--- config.mk ---
export PLATFORM = sky130hd
export DESIGN_NAME = switch_input_port_flat
export DESIGN_NICKNAME = d
export VERILOG_FILES = /design/src/rtl/switch_input_port_pkg.sv /design/src/rtl/switch_input_port_if.sv /design/src/rtl/switch_input_port_sync_debounce.sv /design/src/rtl/switch_input_port.sv /design/src/flat_wrapper.sv
export SDC_FILE = /design/constraint.sdc
export NUM_CORES = 1
export LEC_CHECK = 0
export BUFFER_PORTS_ARGS = -buffer_cell sky130_fd_sc_hd__buf_2
export CAP_MARGIN = 40
export CORE_MARGIN = 1
export CORE_UTILIZATION = 25
export CTS_BUF_LIST = sky130_fd_sc_hd__clkbuf_4 sky130_fd_sc_hd__clkbuf_8
export DETAILED_ROUTE_END_ITERATION = 7
export SLEW_MARGIN = 5
export SYNTH_ARGS = -nofsm -noshare
export SYNTH_HDL_FRONTEND = slang
export SYNTH_SLANG_ARGS = --single-unit
--- constraint.sdc ---
create_clock -name clk -period 6.3 [get_ports clk]
set_input_delay 0.63 -clock clk [delete_from_list [all_inputs] [get_ports clk]]
set_output_delay 0.63 -clock clk [all_outputs]
set_load 0.005 [all_outputs]
--- src/rtl/switch_input_port_pkg.sv ---
// Shared IO map for the CPU/memory top and the memory-mapped peripherals.
// Also holds the packed event-flag record used by the switch input port.
package switch_input_port_pkg;

  localparam logic [15:0] SWITCHES_LOC = 16'hCFFD;
  localparam logic [15:0] LEDS_LOC     = 16'hCFFE;
  localparam logic [15:0] EVENT_LOC    = 16'hCFFF;
  localparam logic [15:0] IO_MEM       = 16'hCFFD;

  // Read back as {rise, fall}, so rise occupies the upper byte.
  typedef struct packed {
    logic [7:0] rise;
    logic [7:0] fall;
  } evt_flags_t;

endpackage

--- src/rtl/switch_input_port_if.sv ---
// CPU port-A read bus as seen by a memory-mapped IO peripheral.
// rd_data/hit are registered by the peripheral: valid the cycle after rd_en.
interface switch_input_port_if;
  logic [15:0] address;
  logic        rd_en;
  logic [15:0] rd_data;
  logic        hit;

  modport master (output address, rd_en, input rd_data, hit);
  modport slave  (input address, rd_en, output rd_data, hit);
endinterface

--- src/rtl/switch_input_port_sync_debounce.sv ---
// Two-flop synchroniser plus whole-vector debounce with a single counter.
// Latency raw edge -> db change: 2 sync + 1 candidate + DEBOUNCE_CYCLES cycles.
// commit is combinational: high in the cycle whose closing edge updates db.
module sync_debounce #(
  parameter int          WIDTH           = 8,
  parameter logic [15:0] DEBOUNCE_CYCLES = 16'd50000
) (
  input  logic             clk,
  input  logic             reset,
  input  logic [WIDTH-1:0] din,
  output logic [WIDTH-1:0] db,
  output logic [WIDTH-1:0] db_next,
  output logic             commit
);

  logic [WIDTH-1:0] sync1_q, sync1_d;
  logic [WIDTH-1:0] sync2_q, sync2_d;
  logic [WIDTH-1:0] cand_q,  cand_d;
  logic [WIDTH-1:0] db_q,    db_d;
  logic [15:0]      count_q, count_d;

  // Next-state: synchronise, track candidate, count a stable window, commit.
  always_comb begin
    sync1_d = din;
    sync2_d = sync1_q;
    cand_d  = cand_q;
    db_d    = db_q;
    count_d = count_q;
    commit  = 1'b0;
    if (sync2_q != cand_q) begin
      // Any change on any bit restarts the window for the whole vector.
      cand_d  = sync2_q;
      count_d = 16'd0;
    end else if (cand_q != db_q) begin
      if (count_q == DEBOUNCE_CYCLES - 16'd1) begin
        db_d    = cand_q;
        count_d = 16'd0;
        commit  = 1'b1;
      end else begin
        count_d = count_q + 16'd1;
      end
    end else begin
      count_d = 16'd0;
    end
  end

  // State registers; reset discards any candidate in flight.
  always_ff @(posedge clk or posedge reset) begin
    if (reset) begin
      sync1_q <= '0;
      sync2_q <= '0;
      cand_q  <= '0;
      db_q    <= '0;
      count_q <= 16'd0;
    end else begin
      sync1_q <= sync1_d;
      sync2_q <= sync2_d;
      cand_q  <= cand_d;
      db_q    <= db_d;
      count_q <= count_d;
    end
  end

  assign db      = db_q;
  assign db_next = cand_q;

endmodule

--- src/rtl/switch_input_port.sv ---
// Debounced board-switch peripheral with sticky clear-on-read edge events and irq.
// Read data registered, one-cycle latency (same timing as EXRAM q_a).
// No backpressure: every rd_en is answered on the following cycle.
module switch_input_port
  import switch_input_port_pkg::*;
#(
  parameter logic [15:0] DEBOUNCE_CYCLES = 16'd50000,
  parameter logic [15:0] SWITCHES_LOC    = switch_input_port_pkg::SWITCHES_LOC,
  parameter logic [15:0] EVENT_LOC       = switch_input_port_pkg::EVENT_LOC
) (
  input  logic                       clk,
  input  logic                       reset,
  input  logic [7:0]                 switches_raw,
  switch_input_port_if.slave         bus,
  output logic [7:0]                 switches_db,
  output logic                       irq
);

  logic [7:0] db;
  logic [7:0] db_next;
  logic       commit;

  sync_debounce #(
    .WIDTH           (8),
    .DEBOUNCE_CYCLES (DEBOUNCE_CYCLES)
  ) u_sync_debounce (
    .clk     (clk),
    .reset   (reset),
    .din     (switches_raw),
    .db      (db),
    .db_next (db_next),
    .commit  (commit)
  );

  evt_flags_t  flags_q, flags_d;
  logic [15:0] rd_data_q, rd_data_d;
  logic        hit_q, hit_d;
  logic        sw_rd;
  logic        ev_rd;

  // Flag update and read mux; an event read clears old flags but keeps edges
  // committed on the same edge, and always returns the pre-update state.
  always_comb begin
    sw_rd     = bus.rd_en && (bus.address == SWITCHES_LOC);
    ev_rd     = bus.rd_en && (bus.address == EVENT_LOC);
    flags_d   = ev_rd ? '0 : flags_q;
    if (commit) begin
      flags_d.rise = flags_d.rise | (db_next & ~db);
      flags_d.fall = flags_d.fall | (~db_next & db);
    end
    rd_data_d = 16'h0000;
    hit_d     = 1'b0;
    if (sw_rd) begin
      rd_data_d = {8'h00, db};
      hit_d     = 1'b1;
    end else if (ev_rd) begin
      rd_data_d = flags_q;
      hit_d     = 1'b1;
    end
  end

  // Registered flags and read response.
  always_ff @(posedge clk or posedge reset) begin
    if (reset) begin
      flags_q   <= '0;
      rd_data_q <= 16'h0000;
      hit_q     <= 1'b0;
    end else begin
      flags_q   <= flags_d;
      rd_data_q <= rd_data_d;
      hit_q     <= hit_d;
    end
  end

  assign bus.rd_data = rd_data_q;
  assign bus.hit     = hit_q;
  assign switches_db = db;
  assign irq         = |flags_q;

endmodule

--- src/flat_wrapper.sv ---
// flat-port wrapper written by rule: the top's interface ports become plain ports
module switch_input_port_flat import switch_input_port_pkg::*;
#(
  parameter logic [15:0] DEBOUNCE_CYCLES = 16'd50000,
  parameter logic [15:0] SWITCHES_LOC    = switch_input_port_pkg::SWITCHES_LOC,
  parameter logic [15:0] EVENT_LOC       = switch_input_port_pkg::EVENT_LOC
)
  (clk, reset, switches_raw, switches_db, irq, bus_address, bus_rd_en, bus_rd_data, bus_hit);
  switch_input_port_if bus_i ();
  input  logic clk;
  input  logic reset;
  input  logic [7:0] switches_raw;
  output logic [7:0] switches_db;
  output logic irq;
  input wire logic [$bits(bus_i.address)-1:0] bus_address;
  input wire logic [$bits(bus_i.rd_en)-1:0] bus_rd_en;
  output wire logic [$bits(bus_i.rd_data)-1:0] bus_rd_data;
  output wire logic [$bits(bus_i.hit)-1:0] bus_hit;
  assign bus_i.address = bus_address;
  assign bus_i.rd_en = bus_rd_en;
  assign bus_rd_data = bus_i.rd_data;
  assign bus_hit = bus_i.hit;
  switch_input_port #(.DEBOUNCE_CYCLES(DEBOUNCE_CYCLES), .SWITCHES_LOC(SWITCHES_LOC), .EVENT_LOC(EVENT_LOC)) u_core (.clk(clk), .reset(reset), .switches_raw(switches_raw), .bus(bus_i), .switches_db(switches_db), .irq(irq));
endmodule
### Yosys cells after proc, flatten, opt, wreduce, memory -nomap -nowiden

Index checks and enable logic that the tools add are counted.

| word-level totals | value |
|---|---|
| flip-flop bits (word level) | 81 |
| bits of input ports | 27 |

| operators by class | value |
|---|---|
| $add $sub $neg | 1 |
| equal/unequal tests | 5 |
| multiplexer cells | 12 |
| bitwise operators | 7 |
| reductions and logical operators | 4 |

Operators by type and width:

| kind | count |
|---|---|
| $mux 16 | 7 |
| $eq 16x16->1 const B | 3 |
| $add 16x1->16 const B | 1 |
| $and 8x8->8 | 2 |
| $ne 8x8->1 | 2 |
| $not 8->8 | 2 |
| $or 8x8->8 | 2 |
| $reduce_or 16->1 | 1 |
| $mux 1 | 5 |
| $reduce_and 3->1 | 1 |
| $logic_and 1x1->1 | 2 |
| $not 1->1 | 1 |

### Depth between registers and ports, before layout

Gate-level depths: netlist of run 1.

| logic depth | value |
|---|---|
| depth in word-level cells | 5 |
| gate-level depth with buffers | 8 |
| gate-level depth less buffers | 6 |

### By module

A second synthesis of run 1 with hierarchy kept.

| unflattened totals | value |
|---|---|
| cell total of the unflattened synthesis | 284 |
| area, all modules | 3398.3 um2 |

Modules (own cells, without submodules):

| module | times used | cells each | area each (um2) | seq. area each (um2) |
|---|---|---|---|---|
| sync_debounce | 1 | 152 | 1949.4 | 1201.2 |
| switch_input_port | 1 | 132 | 1448.9 | 825.8 |

### Least setup slack after synthesis of run 1

No wires, ideal clock.

| timing path | value |
|---|---|
| path kind | flip-flop to flip-flop |
| start point | register u_core.u_sync_debounce.db_q[5] (netlist: u_core.u_sync_debounce.db[5]) |
| end point | register u_core.u_sync_debounce.count_q[14] |
| arrival | 1849 ps |
| slack | 4382 ps |
| cell stages (with the launch flop) | 9 |
| path buffers | 2 |
| period minus slack after synthesis | 1918 ps |
| cells stage by stage | dfrtp_1 -> inv_1 -> ha_1 -> nand4_1 -> o211ai_2 -> or4b_1 -> buf_2 -> buf_12 -> nor2_4 |

| between the ends | value |
|---|---|
| longest elaborated chain between the ends | 3 |

RTL lines:

| what | line | RTL |
|---|---|---|
| start: declaration | switch_input_port_sync_debounce.sv:19 | `logic [WIDTH-1:0] db_q, db_d;` |
| start signal: assignment | switch_input_port_sync_debounce.sv:53 | `db_q <= '0;` |
| start signal: assignment | switch_input_port_sync_debounce.sv:59 | `db_q <= db_d;` |
| $ne 8x8->1 | switch_input_port_sync_debounce.sv:34 | `end else if (cand_q != db_q) begin` |
| $mux 16 | switch_input_port_sync_debounce.sv:34 |  |
| $mux 16 | switch_input_port_sync_debounce.sv:30 | `if (sync2_q != cand_q) begin` |
| named net u_core.u_sync_debounce.count_d[14] | switch_input_port_sync_debounce.sv:20 | `logic [15:0] count_q, count_d;` |
| end signal: assignment | switch_input_port_sync_debounce.sv:60 | `count_q <= count_d;` |
| end: declaration | switch_input_port_sync_debounce.sv:20 |  |

The timed path passes the listed nets, and every way through them passes these cells.
A chain may end at the register's enable or synchronous reset.

### Worst setup path after layout of run 1

| timing path | value |
|---|---|
| start point | register u_core.u_sync_debounce.db_q[4] (netlist: u_core.u_sync_debounce.db[4]) |
| end point | register u_core.u_sync_debounce.count_q[3] |

The elaborated chain is that of the path after synthesis.

==> summary.txt, run 1 <==
Routing
  • Routed length on met1: 2.914 mm
  • Uppermost routed layer: met4
  • Vias post-DR: 2054
  • Residual DRC: 0
  • Length of the first detailed-routing pass in iterations: 4
  • Drt first-iter violations: 93
  • Vias per cell: 4.200
  • Number of nets still failing antenna checks after routing: 0
  • Sum of routed wire length over all layers: 6.201 mm
  • Met2 wire len: 2.955 mm
  • Routed wire length on met3: 257 um
  • Average wire per standard cell: 12.68 um

STA
  • Worst setup margin: 4.037 ns
  • Post-route clock period utilization: 35.93%
  • RSZ-0062 raised after global routing: false
  • Final hold vios: 0
  • Total negative setup slack: 0 ns
  • Clock period minus worst slack: 2.263 ns
  • Hold Slack: 0.3476 ns
  • Max Slew Vio Count: 0
  • Transition time at the pin with the least slew margin: 0.7837 ns
  • Clock skew after layout: 0.01125 ns
  • Rel. slew slack: 47.32%
  • Maximum clock frequency: 441.8 MHz
  • Setup violations, final: 0

Worst setup path
  • Number of buffer and inverter instances along the worst setup path: 2
  • Slowest-stage cell, CP: sky130_fd_sc_hd__or4b_1
  • Kind of launch point of the worst setup path: flip-flop
  • Critical Path End Type: flip-flop
  • Delay of the slowest critical-path stage: 0.79 ns
  • Critical path data arrival time: 2.55 ns
  • Kind of critical path: flip-flop to flip-flop
  • Cell type group with the largest total delay on the critical path: simple AND/OR/NAND/NOR gates
  • Cell-by-cell listing of the critical path: inv_1 > ha_1 > nand4_1 > o211ai_2 > or4b_1 > buf_8 > nor2_1
  • Worst Path Required: 6.59 ns
  • Crit Path Max Fanout: 8

Cells and area
  • Synth-to-layout area growth: 17.87%
  • Post-route non-filler standard cell count: 489
  • Number of nets in the layout: 353
  • Diode insertion count for antenna repair: 0
  • Proportion of layout cells with a drive suffix above 1: 28.12%
  • Post-layout utilization of the core: 30.23%
  • Design area: 4019 um^2

GRT
  • Wire length of the first global-routing pass: 10.83 mm
  • Maximum number of pins on one net before global-route repair: 44
  • Global Route Usage Sum: 10.01%
  • Via count of the first global-routing pass: 2141
  • Gr ovfl total: 0
  • Initial antenna violation count: 0

Clocking
  • Total of hold buffers inserted after clock tree synthesis: 0
  • Clock buffers created by TritonCTS: 9
  • Post-CTS Setup Inserts: 0
  • Number of clock sinks: 81
  • Cell at the root of the clock tree: sky130_fd_sc_hd__clkbuf_8
  • Clock latency of the later-clocked register in the worst-skew pair: 0.35 ns
  • Post-cts repair resize count: 0
  • CTS tree: done
  • Buffer levels on the longest clock path: 2
  • Clock-pin slew reported for the worst setup and hold paths after clock tree synthesis: 0.08 ns
  • Total number of H-tree levels: 3

Synthesis
  • FF+latch count, synth: 81
  • Sequential fraction of the synthesis area: 59.45%
  • Total of warnings raised by yosys: 0
  • Fraction of synthesized cell area taken by the top area cell type: 59.45%
  • Netlist cell types: 39
  • Number of flops mapped to enable cells by yosys: 0
  • Synth top cells by count: sky130_fd_sc_hd__dfrtp_1 (81), sky130_fd_sc_hd__a22o_1 (24), sky130_fd_sc_hd__inv_1 (18), sky130_fd_sc_hd__ha_1 (17)
  • Most used standard cell by instance count after synthesis: sky130_fd_sc_hd__dfrtp_1
  • Mapped Cells: 260
  • Post-synthesis cell area: 3410 um^2
  • Net count after synthesis: 304
  • Average instance area after synthesis: 13.11 um^2
  • Top flip-flop cell by instance count after synthesis: sky130_fd_sc_hd__dfrtp_1
  • Share of flip-flops with an asynchronous set or reset: 100.0%
  • Post-synth top area cell: sky130_fd_sc_hd__dfrtp_1
  • Leading cell types by total area after synthesis: sky130_fd_sc_hd__dfrtp_1 (59%), sky130_fd_sc_hd__ha_1 (6.2%), sky130_fd_sc_hd__a22o_1 (6.2%), sky130_fd_sc_hd__xnor2_1 (3.3%), sky130_fd_sc_hd__nor2_4 (2.6%)

Die
  • Initial Utilization: 25.64%
  • Total Die Area: 14110 um^2
  • Number of standard-cell rows in the floorplan: 42
  • Core Box Area: 13300 um^2
  • Die Y: 118.8 um
  • Die span in x: 118.8 um
  • Number of ports placed on the die boundary: 53

Pwr
  • PwrDens: 226.1 nW/um^2
  • Peak supply drop: 0.1075 mV
  • Overall power: 0.9087 mW
  • Total leakage power: 1.896 nW

Place
  • Number of placed cells counting well taps: 474
  • Weighted congestion reported at the end of routability-driven placement: 0.7746
  • Setup WS pre-CTS: 3.760 ns
  • Number of buffer cells added on primary ports: 52
  • Post-DP HPWL: 4.540 mm
  • Instance area at placement: 3839 um^2

Min path
  • Worst Hold Class: flip-flop to flip-flop

Flow run
  • Number of max-capacitance violations reported: 0

Run status
  • Outcome: complete, no violations
cell type report:
class                      count  area, um^2
timing repair buffer          56       310.3
clock inverter                 5       42.54
multi-input combinational    143        1212
sequential                    81        2027
tap                          176       220.2
clock buffer                  10       137.6
inverter                      18       68.82
fill                        1336        9276
power by group:
group	switching, mW	internal, mW	total (mW)	leakage (nW)
sequential	0.00575	0.527	0.533	1.08
combinational	0.0206	0.0148	0.0355	0.731
clock	0.186	0.154	0.340	0.0885
sequential cells by signal, indices dropped and copies added (netlist names):
| register | cells |
|---|---|
| u_core.u_sync_debounce.count_q | 16 |
| u_core.bus.rd_data | 16 |
| u_core.u_sync_debounce.db | 8 |
| u_core.u_sync_debounce.sync2_q | 8 |
| u_core.u_sync_debounce.db_next | 8 |
| u_core.bus.hit | 1 |
| u_core.u_sync_debounce.sync1_q | 8 |
| u_core.flags_q | 16 |
kinds of logic after synthesis:
| family | after synthesis | share of synthesized area [%] |
|---|---|---|
| XOR/XNOR | 20 | 5.358 |
| AND/OR/NAND/NOR | 69 | 14.42 |
| flip-flops | 81 | 59.45 |
| adder cells (fa/ha/maj) | 17 | 6.238 |
| buffers and inverters | 36 | 4.990 |
| AO/OA/AOI/OAI | 29 | 7.193 |
| multiplexers | 8 | 2.349 |
layer usage:
metal,up-vias,global-route usage [%]
li1,998,-
met1,1010,12.65
met2,39,15.53
met3,7,3.282
met4,0,4.509
met5,-,0
worst register-to-register path, stage by stage, from the launching register on:
cell	delay, ns
sky130_fd_sc_hd__dfrtp_1	0.43
sky130_fd_sc_hd__inv_1	0.08
sky130_fd_sc_hd__ha_1	0.29
sky130_fd_sc_hd__nand4_1	0.10
sky130_fd_sc_hd__o211ai_2	0.14
sky130_fd_sc_hd__or4b_1	0.79
sky130_fd_sc_hd__buf_8	0.26
sky130_fd_sc_hd__nor2_1	0.10
placed cells by master, fill, tap and decap left out, types with 2 or more instances in the layout:
cell,synthesis,final
sky130_fd_sc_hd__inv_1,18,17
sky130_fd_sc_hd__buf_2,3,52
sky130_fd_sc_hd__nor4bb_1,2,2
sky130_fd_sc_hd__nor2_2,2,2
sky130_fd_sc_hd__nand2_1,4,4
sky130_fd_sc_hd__nor2_1,4,4
sky130_fd_sc_hd__nor4_1,6,6
sky130_fd_sc_hd__nand3_1,6,6
sky130_fd_sc_hd__ha_1,17,17
sky130_fd_sc_hd__a22o_1,24,24
sky130_fd_sc_hd__nor2_4,8,8
sky130_fd_sc_hd__mux2i_1,8,8
sky130_fd_sc_hd__a21oi_1,2,2
sky130_fd_sc_hd__clkbuf_8,0,10
sky130_fd_sc_hd__and3_1,11,11
sky130_fd_sc_hd__buf_4,2,2
sky130_fd_sc_hd__clkinv_4,0,4
sky130_fd_sc_hd__nand4_1,13,13
sky130_fd_sc_hd__dfrtp_1,81,81
sky130_fd_sc_hd__xor2_1,6,6
sky130_fd_sc_hd__xnor2_1,13,13
sky130_fd_sc_hd__nor3_1,2,2
worst paths after layout:
path,to,start,slack (ns),depth (start not counted)
max,u_core.u_sync_debounce.count_q[3],u_core.u_sync_debounce.db[4],4.04,7
min,u_core.u_sync_debounce.sync2_q[6],u_core.u_sync_debounce.sync1_q[6],0.35,0
max reg2reg,u_core.u_sync_debounce.count_q[3],u_core.u_sync_debounce.db[4],4.04,7
min reg2reg,u_core.u_sync_debounce.sync2_q[6],u_core.u_sync_debounce.sync1_q[6],0.35,0
max in group asynchronous,u_core.bus.rd_data[13],reset,5.32,4
min in group asynchronous,u_core.flags_q[2],reset,0.40,3
No activity file was read; power rests on OpenSTA's default activity.
==> run 2: changes to the inputs <==
- ABC_AREA: unset -> 1
- clock period: 6.3 -> 2.3 ns (I/O delays scaled with it)
==> summary.txt, run 2 <==
Min path
  • Destination of the worst hold path: u_core.u_sync_debounce.sync2_q[1]
  • Cell depth of the worst hold path: 0 (unchanged)
  • Startpoint of the worst hold path: u_core.u_sync_debounce.sync1_q[1]
  • Worst Hold Class: flip-flop to flip-flop

Clocking
  • Clock latency of the later-clocked register in the worst-skew pair: 0.37 ns (+0.02 ns)
  • Number of clock sinks: 81 (unchanged)
  • Post-CTS Setup Inserts: 0 (unchanged)
  • Clock-pin slew reported for the worst setup and hold paths after clock tree synthesis: 0.08 ns (about the same)
  • Total number of H-tree levels: 3 (unchanged)
  • Total of hold buffers inserted after clock tree synthesis: 9 (+9)
  • CTS tree: done
  • Buffer levels on the longest clock path: 2 (unchanged)
  • Post-cts repair resize count: 0 (unchanged)
  • Clock buffers created by TritonCTS: 9 (unchanged)
  • Cell at the root of the clock tree: sky130_fd_sc_hd__clkbuf_8

Place
  • Number of placed cells counting well taps: 620 (+31%)
  • Number of buffer cells added on primary ports: 52 (unchanged)
  • Post-DP HPWL: 5.686 mm (+25%)
  • Weighted congestion reported at the end of routability-driven placement: 0.8135 (+5.0%)

Synthesis
  • Synthesized-area fraction occupied by ao, oa, aoi and oai cells: 4.168% (-3.0 points)
  • Leading cell types by total area after synthesis: sky130_fd_sc_hd__dfrtp_1 (55%), sky130_fd_sc_hd__nand2_1 (8.0%), sky130_fd_sc_hd__inv_1 (6.1%), sky130_fd_sc_hd__ha_1 (5.8%), sky130_fd_sc_hd__nand4_1 (4.4%)
  • Synth top cells by count: sky130_fd_sc_hd__dfrtp_1 (81), sky130_fd_sc_hd__nand2_1 (79), sky130_fd_sc_hd__inv_1 (60), sky130_fd_sc_hd__nor2_1 (36), sky130_fd_sc_hd__nand4_1 (26)
  • Sequential fraction of the synthesis area: 54.90% (-4.6 points)
  • Net count after synthesis: 441 (+45%)
  • Average instance area after synthesis: 9.300 um^2 (-29%)
  • Post-synth top area cell: sky130_fd_sc_hd__dfrtp_1
  • Adder and majority gate portion of the synthesized area: 5.761% (-0.48 points)
  • Share of the synthesized netlist area taken by xor and xnor gates: 1.423% (-3.9 points)
  • Post-synthesis cell area: 3692 um^2 (+8.3%)
  • FF+latch count, synth: 81 (unchanged)
  • Mapped Cells: 397 (+53%)
  • Netlist cell types: 33 (-15%)
  • Total of warnings raised by yosys: 0 (unchanged)
  • Most used standard cell by instance count after synthesis: sky130_fd_sc_hd__dfrtp_1
  • Top flip-flop cell by instance count after synthesis: sky130_fd_sc_hd__dfrtp_1
  • Combinational family with the most area after synthesis: simple AND/OR/NAND/NOR gates
  • Mux cell area share after synthesis: 0% (-2.3 points)
  • Number of flops mapped to enable cells by yosys: 0 (unchanged)
  • Fraction of synthesized cell area taken by the top area cell type: 54.90% (-4.6 points)
  • Share of flip-flops with an asynchronous set or reset: 100.0% (unchanged)
  • Synthesized-area fraction occupied by and/or/nand/nor cells: 25.14% (+11 points)

GRT
  • Global Route met3 Usage: 3.183% (-0.099 points)
  • Initial antenna violation count: 0 (unchanged)
  • Maximum number of pins on one net before global-route repair: 82 (+86%)
  • GRT busiest layer: met2
  • Global Route Usage Sum: 11.71% (+1.7 points)
  • Met2 Usage GRT: 17.18% (+1.6 points)
  • Gr ovfl total: 0 (unchanged)
  • Met1 capacity usage during global routing: 15.69% (+3.0 points)
  • Via count of the first global-routing pass: 2706 (+26%)
  • Wire length of the first global-routing pass: 13.32 mm (+23%)

Worst setup path
  • Cell-by-cell listing of the critical path: inv_1 > ha_1 > nand4_1 > nor2_1 > nand3_1 > nand3_2 > nor3_1
  • Reg2reg setup slack: 0.23 ns (-3.80 ns)
  • Worst Path Required: 2.57 ns (-4.02 ns)
  • Levels on crit path: 7 (unchanged)
  • Crit Path Max Fanout: 13 (+5)
  • Slowest-stage cell, CP: sky130_fd_sc_hd__dfrtp_1
  • Delay of the slowest critical-path stage: 0.46 ns (-0.33 ns)
  • Kind of launch point of the worst setup path: flip-flop
  • Kind of critical path: flip-flop to flip-flop
  • Number of buffer and inverter instances along the worst setup path: 1 (-1)
  • Critical Path End Type: flip-flop
  • Worst R2R Path Depth: 7 (unchanged)
  • Critical path origin: u_core.u_sync_debounce.db[2]
  • Worst flop-to-flop path startpoint: u_core.u_sync_debounce.db[2]
  • Critical path data arrival time: 2.33 ns (-0.22 ns)
  • Worst R2R End: u_core.u_sync_debounce.count_q[15]
  • Cell type group with the largest total delay on the critical path: simple AND/OR/NAND/NOR gates

Routing
  • Residual DRC: 0 (unchanged)
  • Average wire per standard cell: 12.39 um (-2.3%)
  • Vias post-DR: 2759 (+34%)
  • Vias per cell: 4.278 (+1.8%)
  • Sum of routed wire length over all layers: 7.992 mm (+29%)
  • Length of the first detailed-routing pass in iterations: 4 (unchanged)
  • Drt first-iter violations: 191 (+110%)
  • Number of nets still failing antenna checks after routing: 0 (unchanged)

STA
  • Max Slew Vio Count: 0 (unchanged)
  • Rel. slew slack: 65.42% (+18 points)
  • Total negative setup slack: 0 ns (unchanged)
  • Setup violations, final: 0 (unchanged)
  • RSZ-0062 raised after global routing: false
  • Maximum clock frequency: 484.0 MHz (+9.5%)
  • Transition time at the pin with the least slew margin: 0.5148 ns (-0.2690 ns)
  • Clock skew after layout: 0.007708 ns (-0.003545 ns)
  • Clock period minus worst slack: 2.066 ns (-0.1972 ns)
  • Final hold vios: 0 (unchanged)
  • Post-route clock period utilization: 89.83% (+54 points)

Die
  • Die Y: 123.5 um (+4.0%)
  • Total Die Area: 15260 um^2 (+8.2%)
  • Number of standard-cell rows in the floorplan: 44 (+4.8%)
  • Core Box Area: 14480 um^2 (+8.9%)
  • Die span in x: 123.5 um (+4.0%)
  • Initial Utilization: 25.50% (-0.14 points)
  • Number of ports placed on the die boundary: 53 (unchanged)

Run status
  • Outcome: complete, no violations

Pwr
  • Total leakage power: 2.217 nW (+17%)
  • Peak supply drop: 0.2621 mV (+140%)
  • PwrDens: 633.7 nW/um^2 (+180%)

Flow run
  • Number of max-capacitance violations reported: 0 (unchanged)

Cells and area
  • Post-route non-filler standard cell count: 645 (+32%)
  • Most common cell after layout, fill and taps aside: sky130_fd_sc_hd__dfrtp_1
  • Synth-to-layout area growth: 21.04%
  • Proportion of layout cells with a drive suffix above 1: 19.74% (-8.4 points)
  • Diode insertion count for antenna repair: 0 (unchanged)
  • Commonest non-fill, non-tap cells in the layout: sky130_fd_sc_hd__dfrtp_1 (81), sky130_fd_sc_hd__nand2_1 (79), sky130_fd_sc_hd__inv_1 (59), sky130_fd_sc_hd__buf_2 (52), sky130_fd_sc_hd__nor2_1 (36)
  • Number of nets in the layout: 500 (+42%)
-- run 2: cells by family after synthesis --
family | count (synthesis)
AO/OA/AOI/OAI | 28
adder cells (fa/ha/maj) | 17
AND/OR/NAND/NOR | 187
XOR/XNOR | 6
buffers and inverters | 78
flip-flops | 81
-- run 2: how the worst max path moves through the flow --
stage | endpoint | slack (ns)
after global placement | u_core.flags_q[8] | 0.38
after CTS | u_core.flags_q[10] | 0.25
after floorplan | u_core.flags_q[10] | 0.74
after detailed placement | u_core.flags_q[10] | 0.28
final | u_core.u_sync_debounce.count_q[15] | 0.23
after global routing | u_core.u_sync_debounce.count_q[15] | 0.14
-- run 2: per-stage QoR --
| step | area (um^2) | setup slack [ns] | hold slack, ns | utilization (%) | power, mW |
|---|---|---|---|---|---|
| 2_1_floorplan | 3696 | 0.7442 | 0.2614 | - | 1.545 |
| 4_1_cts | 4469 | 0.2522 | 0.3516 | 30.87 | 2.865 |
| 3_5_place_dp | 4136 | 0.2821 | 0.3347 | 28.57 | 1.591 |
| 5_1_grt | 4469 | 0.1383 | 0.3622 | 30.87 | 2.951 |
| 6_report | 4469 | 0.2338 | 0.3510 | 30.87 | 2.832 |
| 3_3_place_gp | 4136 | 0.3824 | 0.3371 | 28.57 | 1.588 |
-- run 2: cell type report --
class | instances | area, um^2
timing repair buffer | 64 | 385.4
clock inverter | 6 | 105.1
inverter | 62 | 236.5
clock buffer | 10 | 137.6
sequential | 81 | 2027
multi-input combinational | 238 | 1348
fill | 1512 | 10010
tap | 184 | 230.2
-- run 2: worst reg2reg max path: stages, from the launching register on --
cell	delay, ns
sky130_fd_sc_hd__dfrtp_1	0.46
sky130_fd_sc_hd__inv_1	0.12
sky130_fd_sc_hd__ha_1	0.33
sky130_fd_sc_hd__nand4_1	0.08
sky130_fd_sc_hd__nor2_1	0.05
sky130_fd_sc_hd__nand3_1	0.29
sky130_fd_sc_hd__nand3_2	0.35
sky130_fd_sc_hd__nor3_1	0.28
-- run 2: layer usage --
layer,up-vias,wire (um)
met3,14,382
met5,-,0
met1,1301,3901
li1,1383,-
met2,61,3532
met4,0,176
-- run 2: report_power, final --
group	switching [mW]	internal [mW]	total (mW)	leakage [nW]
registers	0.0172	1.44	1.46	0.993
clock network	0.517	0.745	1.26	0.126
logic	0.0631	0.0461	0.109	1.10
